**src/rtl/led_pkg.sv**
```systemverilog
// led_pkg: shared channel count, PWM width and fade-state encoding for the LED fader.
package led_pkg;
    localparam int LED_CH = 4;
    localparam int PWM_W  = 8;
    typedef enum logic [1:0] {OFF, RAMP_UP, ON, RAMP_DOWN} ch_state_t;
endpackage

```
**src/rtl/led_fade_ch.sv**
```systemverilog
// led_fade_ch: one LED channel -- fade FSM, brightness level, duty map and PWM output bit.
// Define LED_PWM_GAMMA_EN for a square-law duty curve; the default build is linear.
module led_fade_ch
    import led_pkg::*;
(
    input  logic             clk,
    input  logic             rst_n,
    input  logic             req,
    input  logic             step_tick,
    input  logic [PWM_W-1:0] pwm_cnt,
    output logic             led_out,
    output logic             busy
);
    localparam logic [PWM_W-1:0] FULL = '1;

    ch_state_t        state, state_nxt;
    logic [PWM_W-1:0] level, target, duty, duty_q;

    assign target = req ? FULL : '0;

`ifdef LED_PWM_GAMMA_EN
    assign duty = &level ? FULL : PWM_W'(((2*PWM_W)'(level) * (2*PWM_W)'(level)) >> PWM_W);
`else
    assign duty = level;
`endif

    always_ff @(posedge clk) begin
        if (!rst_n)
            state <= OFF;
        else
            state <= state_nxt;
    end

    always_comb begin
        state_nxt = state;
        case (state)
            OFF:       state_nxt = req ? RAMP_UP : OFF;
            RAMP_UP:   state_nxt = !req ? RAMP_DOWN : &level ? ON : RAMP_UP;
            ON:        state_nxt = req ? ON : RAMP_DOWN;
            RAMP_DOWN: state_nxt = req ? RAMP_UP : level == '0 ? OFF : RAMP_DOWN;
            default:   state_nxt = OFF;
        endcase
    end

    always_comb busy = state == RAMP_UP || state == RAMP_DOWN;

    // Duty is only updated at the period boundary so a running period never glitches.
    always_ff @(posedge clk) begin
        if (!rst_n) begin
            level   <= '0;
            duty_q  <= '0;
            led_out <= 1'b0;
        end else begin
            if (step_tick && level != target)
                level <= level < target ? level + 1'b1 : level - 1'b1;
            if (&pwm_cnt)
                duty_q <= duty;
            led_out <= &duty_q || pwm_cnt < duty_q;
        end
    end
endmodule

```
**src/rtl/led_pwm_fader.sv**
```systemverilog
// led_pwm_fader: LED_CH-channel LED fader sharing one PWM counter and one brightness-step timebase.
// Build with LED_PWM_GAMMA_EN defined for square-law brightness; linear otherwise.
module led_pwm_fader
    import led_pkg::*;
#(
    parameter int unsigned STEP_DIV = 48_828
) (
    input  logic              clk,
    input  logic              rst_n,
    input  logic [LED_CH-1:0] led_in,
    output logic [LED_CH-1:0] led_out,
    output logic [LED_CH-1:0] busy
);
    logic [LED_CH-1:0] led_in_q;
    logic [PWM_W-1:0]  pwm_cnt;
    logic [31:0]       step_cnt;
    logic              step_tick;

    assign step_tick = step_cnt == 32'(STEP_DIV - 1);

    always_ff @(posedge clk) begin
        if (!rst_n) begin
            led_in_q <= '0;
            pwm_cnt  <= '0;
            step_cnt <= '0;
        end else begin
            led_in_q <= led_in;
            pwm_cnt  <= pwm_cnt + 1'b1;
            step_cnt <= step_tick ? '0 : step_cnt + 32'd1;
        end
    end

    for (genvar i = 0; i < LED_CH; i++) begin : g_ch
        led_fade_ch u_ch (
            .clk      (clk),
            .rst_n    (rst_n),
            .req      (led_in_q[i]),
            .step_tick(step_tick),
            .pwm_cnt  (pwm_cnt),
            .led_out  (led_out[i]),
            .busy     (busy[i])
        );
    end
endmodule

```
**config.mk**
```make
export PLATFORM = sky130hd
export DESIGN_NAME = led_pwm_fader
export DESIGN_NICKNAME = d
export VERILOG_FILES = /design/src/rtl/led_pkg.sv /design/src/rtl/led_fade_ch.sv /design/src/rtl/led_pwm_fader.sv
export SDC_FILE = /design/constraint.sdc
export NUM_CORES = 1
export LEC_CHECK = 0
export CAP_MARGIN = 40
export CORE_ASPECT_RATIO = 0.5
export CORE_MARGIN = 4
export CORE_UTILIZATION = 45
export CTS_CLUSTER_DIAMETER = 30
export DETAILED_ROUTE_END_ITERATION = 8
export PLACE_DENSITY = 0.61
export RECOVER_POWER = 100
export SYNTH_ARGS = -nofsm -noshare
export SYNTH_HDL_FRONTEND = slang
export SYNTH_SLANG_ARGS = --single-unit
export TNS_END_PERCENT = 1
```
**constraint.sdc**
```tcl
create_clock -name clk -period 7.3 [get_ports clk]
set_clock_uncertainty 0.1 [all_clocks]
set_input_delay 0.73 -clock clk [delete_from_list [all_inputs] [get_ports clk]]
set_output_delay 0.73 -clock clk [all_outputs]
set_load 0.02 [all_outputs]
```
==> results.txt, run 1 <==
share of the synthesized area in the top cell type - 0.319
FF+latch area - 2400 µm²
CP required - 7.54 ns
Synth area leader - dfxtp_1
initial antenna violation count - 0
CTS tree - yes
Vias - 5935
final worst setup slack - 3.27 ns
area of the multi-input gates - 4710 µm²
asr flop ratio synth - 0
worst slew pin tran - 3.44 ns
Core ar. - 16400 µm²
Post-CTS Hold Buffers - 0
worst hold-check path type - flip-flop to flip-flop
initial core utilization - 0.459
largest net degree at the start of global routing - 94
antenna cells - 0
synthesized area per cell - 8.61 µm²
wire per inst - 13.6 µm
failing checks - capacitance limit, slew limit
clock power share - 0.505
Tmin final - 4.03 ns
# fillers - 1611
Final Hold Fails - 0
Switching Share - 0.247
post-synthesis sequential area ratio - 0.319
Die Height - 99.5 µm
CTS Sinks - 120
pre-CTS setup slack - 3.72 ns
max_slew headroom - -1.29
Pwr Density - 196 nW/µm²
gr usage total - 0.172
Via-to-Cell Ratio - 5.32
worst r2r path cells - 13
Top FF cell, synth - dfxtp_1
r2r endpoint - g_ch[2].u_ch.duty[7]
setup bufs post-CTS - 0
vias in the first global route - 5850
clk_lat worst skew - 0.43 ns
max frequency - 248 MHz
Synth cell types - 57
Ports - 14
global route hottest layer - met2
Final Max Tran Viols - 94
Root Buffer - clkbuf_16
Leak Pwr - 3.24 nW
Final setup viols - 0
WHS Path Cells - 1
first-pass GRT wire length - 27.0 mm
Post-DP HPWL - 10.6 mm
Post-Syn Area - 7530 µm²
DIE WIDTH - 191 µm
TNS Setup - 0 ns
Worst R2R Setup Slack - 3.67 ns
fin nets - 973
Post-Syn Instances - 875
final antenna-violating net count - 0
Max Cap Viol - 1
Flop pwr share - 0.416
share of layout cells above drive strength 1 - 0.0607
Critical Path Sink Type - flip-flop
Die Footprint - 19000 µm²
internal power - 1.24 mW
H-tree Lvls - 4
num rows - 33
kind of critical path - input port to flip-flop
clock tree buffer depth - 2
CTS clock-pin slew for the worst setup and hold paths - 0.06 ns
Overflow after GRT - 0
Synth Warn # - 0
largest vdd supply drop - 0.000174 V
Resized cells post-CTS - 0
Worst Hold End - step_cnt[0]
CTS buffer count - 17
top cells by area, synth - dfxtp_1 (32%), ha_1 (14%), nand2_1 (4.8%)
hold_sp - step_cnt[0]
final total power - 1.64 mW
GPL Wtd Cong - 0.858
Area Growth Syn to Fin - 11.0%
met2 Track Usage GR - 0.287
Synth Register Bits - 120
RSZ-0062 raised after global routing - no
1st-iter DRT viols - 249
synthesized net count - 972
status - complete, but fails checks
Period Utilization, post-route - 0.552
Combinational Power Share - 0.079
Worst Path Arrival - 4.27 ns
Post-synth top cells - dfxtp_1 (120), nand2_1 (96), ha_1 (87)
crit-path max FO - 93
Worst setup SP type - input port
DRC Markers - 0
count leader, synth - dfxtp_1
Post-synth EDFFs - 0
IO Port Bufs - 13
Pre-antenna DRT Iters - 4
M1 GR Usage - 0.219
Psw - 0.405 mW
total wire length - 15.2 mm
met3 Usage GRT - 0.0438
FF-to-FF Start - led_in_q[2]
==> state kept, by name (all words and copies together) (netlist names) <==
register,count
g_ch.u_ch.duty,32
g_ch.u_ch.state,8
g_ch.u_ch.duty_q,32
step_cnt,32
led_in_q,4
pwm_cnt,8
g_ch.u_ch.led_out,4
==> power groups by stage <==
stage / clock (mW) / combinational (mW) / sequential, mW
finish: 0.828 / 0.130 / 0.683
global route: 0.880 / 0.148 / 0.685
CTS: 0.850 / 0.132 / 0.683
detailed placement: 0 / 0.132 / 0.697
global placement: 0 / 0.128 / 0.697
floorplan: 0 / 0.110 / 0.693
==> cells by family (layout without fill, tap and decap cells) <==
logic type                 after synthesis  in the layout  share of synthesized area
and+or+nand+nor                        326            326                      0.221
xor gates and xnor gates                55             55                     0.0640
adders and majority gates               91             91                      0.155
DFF                                    120            120                      0.319
buffers and inverters                   96            110                     0.0548
AOI/OAI and AO/OA                      159            159                      0.149
muxes                                   28             28                     0.0372
==> through the flow <==
step,util,cell area (µm²),hold WS [ns],std cells
2_1_floorplan,-,7530,0.318,875
4_1_cts,0.510,8370,0.349,1116
3_5_place_dp,0.475,7780,0.339,1084
3_3_place_gp,0.475,7780,0.329,1084
5_1_grt,0.510,8350,0.382,1116
6_report,0.510,8350,0.347,1116
==> layout make-up <==
type,count,area share
clock inverters,15,0.0186
repair buffers,17,0.0177
well taps,227,0.0340
flip-flops and latches,120,0.288
multi-input cells,659,0.564
clock buffers,17,0.0509
inverters,61,0.0274
==> cells in the final DEF, fill, tap and decap left out, types with 4 or more instances in the layout <==
| cell type | n |
|---|---|
| a21boi_0 | 40 |
| a21o_1 | 21 |
| a21oi_1 | 33 |
| and2_0 | 6 |
| and2_1 | 7 |
| and3_1 | 6 |
| and4_1 | 5 |
| clkbuf_16 | 17 |
| clkdlybuf4s50_1 | 4 |
| clkinv_2 | 4 |
| clkinv_4 | 5 |
| dfxtp_1 | 120 |
| dlygate4sd3_1 | 8 |
| fa_1 | 4 |
| ha_1 | 87 |
| inv_1 | 61 |
| mux2i_1 | 28 |
| nand2_1 | 96 |
| nand2b_1 | 6 |
| nand3_1 | 28 |
| nand4_1 | 30 |
| nor2_1 | 59 |
| nor2b_1 | 29 |
| nor3_1 | 19 |
| nor4_1 | 8 |
| o2111ai_1 | 5 |
| o211ai_1 | 8 |
| o21a_1 | 8 |
| o21ai_0 | 11 |
| o221a_2 | 4 |
| o22ai_1 | 4 |
| o41ai_1 | 7 |
| or3_1 | 7 |
| xnor2_1 | 29 |
| xor2_1 | 26 |
==> layer usage <==
metal  up-vias  routed length [µm]
li1       3080                   -
met1      2781                7650
met2        57                6950
met3        17                 409
met4         0                 180
met5         -                   0
==> critical path, cell delays in order <==
cell and delay (ns):
buf_2 0.07, clkbuf_1 2.39, nand2b_1 0.09, clkbuf_1 0.66
a21oi_1 0.30
==> worst max-delay path by stage <==
stage | cells past startpoint | start | slack (ns) | end
4_1_cts | 13 | led_in_q[0] | 3.73 | g_ch[0].u_ch.duty[7]
3_5_place_dp | 13 | led_in_q[0] | 3.72 | g_ch[0].u_ch.duty[7]
6_report | 5 | rst_n | 3.27 | step_cnt[27]
2_1_floorplan | 13 | led_in_q[0] | 4.04 | g_ch[0].u_ch.duty[7]
3_3_place_gp | 13 | led_in_q[0] | 3.85 | g_ch[0].u_ch.duty[7]
5_1_grt | 5 | rst_n | 2.73 | step_cnt[27]
No activity file was read; power rests on OpenSTA's default activity.
==> run 2, diff against run 1 <==
==> constraint.sdc (replaced) <==
create_clock -name clk -period 4.12 [get_ports clk]
set_clock_uncertainty 0.1 [all_clocks]
set_input_delay 0.412 -clock clk [delete_from_list [all_inputs] [get_ports clk]]
set_output_delay 0.412 -clock clk [all_outputs]
set_load 0.02 [all_outputs]
==> run 2 against run 1 <==
Combinational power rose by 77%. Worst hold slack improved by 0.0014 ns. Highest routed layer unchanged. The flow still finishes with violations (capacitance limit, slew limit). Critical endpoint is now g_ch[2].u_ch.duty[7]. Non-clock buffer count rose by 3.
==> results.txt, run 2 (synthesis results as in run 1) <==
status - complete, but fails checks
failing checks - capacitance limit, slew limit
pre-CTS setup slack - 0.532 ns
Worst setup SP type - flip-flop
fin nets - 976
Core ar. - 16400 µm²
Root Buffer - clkbuf_16
CTS clock-pin slew for the worst setup and hold paths - 0.06 ns
initial core utilization - 0.459
vias in the first global route - 6050
RSZ-0062 raised after global routing - no
largest net degree at the start of global routing - 57
Ports - 14
Period Utilization, post-route - 0.897
FF-to-FF Start - led_in_q[2]
largest vdd supply drop - 0.000281 V
commonest cells after routing, fill and taps aside - dfxtp_1 (120), nand2_1 (97), ha_1 (87)
antenna cells - 0
WHS - 0.348 ns
Pwr Density - 361 nW/µm²
Overflow after GRT - 0
Vias - 5967
Via-to-Cell Ratio - 5.33
num rows - 33
Final setup viols - 0
worst hold-check path type - flip-flop to flip-flop
Die Height - 99.5 µm
hold_sp - step_cnt[0]
first-pass GRT wire length - 28.0 mm
final total power - 3.03 mW
H-tree Lvls - 4
CTS tree - yes
clock tree buffer depth - 2
total wire length - 15.7 mm
wire per inst - 14.0 µm
DRC Markers - 0
worst slew pin tran - 2.15 ns
clk_lat worst skew - 0.42 ns
1st-iter DRT viols - 201
Resized cells post-CTS - 0
GPL Wtd Cong - 0.868
Critical Path Sink Type - flip-flop
final worst setup slack - 0.425 ns
max frequency - 271 MHz
commonest non-fill, non-tap cell in the layout - dfxtp_1
max_slew headroom - -0.436
Post-DP HPWL - 10.8 mm
CTS buffer count - 17
CP required - 4.37 ns
Tmin final - 3.69 ns
Leak Pwr - 3.25 nW
DIE WIDTH - 191 µm
initial antenna violation count - 0
Worst Path Arrival - 3.95 ns
Max Cap Viol - 1
TNS Setup - 0 ns
IO Port Bufs - 13
Finished Cell Area - 8400 µm²
final antenna-violating net count - 0
CP Launch Point - led_in_q[2]
crit-path max FO - 8
kind of critical path - flip-flop to flip-flop
gr usage total - 0.177
Final Hold Fails - 0
Post-CTS Hold Buffers - 0
Area Growth Syn to Fin - 11.5%
Final Max Tran Viols - 57
setup bufs post-CTS - 0
Post-DP Area - 7820 µm²
share of layout cells above drive strength 1 - 0.0561
CTS Sinks - 120
Pre-antenna DRT Iters - 4
Die Footprint - 19000 µm²
## run 2: cell count changes in the layout (fill, tap and decap cells not counted), sizes merged
| cell | delta |
|---|---|
| bufinv | +2 |
| clkinvlp | +2 |
| buf | -1 |
| clkbuf | +4 |
| clkinv | -4 |
## run 2: worst paths after layout
kind | slack [ns] | cells after the start | endpoint
max reg2reg | 0.43 | 13 | g_ch[2].u_ch.duty[7]
max | 0.43 | 13 | g_ch[2].u_ch.duty[7]
min | 0.35 | 1 | step_cnt[0]
min reg2reg | 0.35 | 1 | step_cnt[0]
## run 2: metrics by stage
step | std cells | utilization
after floorplan | 875 | -
after detailed placement | 1087 | 0.477
after CTS | 1119 | 0.515
after global routing | 1119 | 0.512
after global placement | 1086 | 0.476
final | 1119 | 0.512
## run 2: where the power goes
part	internal, mW	total (mW)	switching, mW
Sequential	1.18	1.21	0.0247
Clock	1.01	1.59	0.580
Combinational	0.113	0.230	0.117
Total	2.31	3.03	0.722
## run 2: area by class of cell
class                      instances  area (µm²)
clock buffer                      17         425
clock inverter                    15         203
fill                            1573        7990
inverter                          61         229
multi-input combinational        659        4700
sequential                       120        2400
tap                              227         284
timing repair buffer              20         159
## run 2: critical path: stages, from the launching register on
cell	delay, ns
dfxtp_1	0.39
inv_1	0.17
ha_1	0.33
nor2b_1	0.14
o211ai_1	0.16
a21oi_1	0.13
or3_1	0.50
ha_1	0.42
nand3_1	0.10
o211ai_1	0.25
o41ai_1	0.13
or4_1	0.46
a21boi_2	0.17
mux2i_1	0.18
## run 2: layer usage
| metal | up-vias | GRT usage | share of wire |
|---|---|---|---|
| met1 | 2807 | 0.226 | 0.50 |
| met4 | 0 | 0.0590 | 0.014 |
| li1 | 3088 | - | - |
| met5 | - | 0 | 0 |
| met2 | 53 | 0.303 | 0.46 |
| met3 | 19 | 0.0375 | 0.027 |
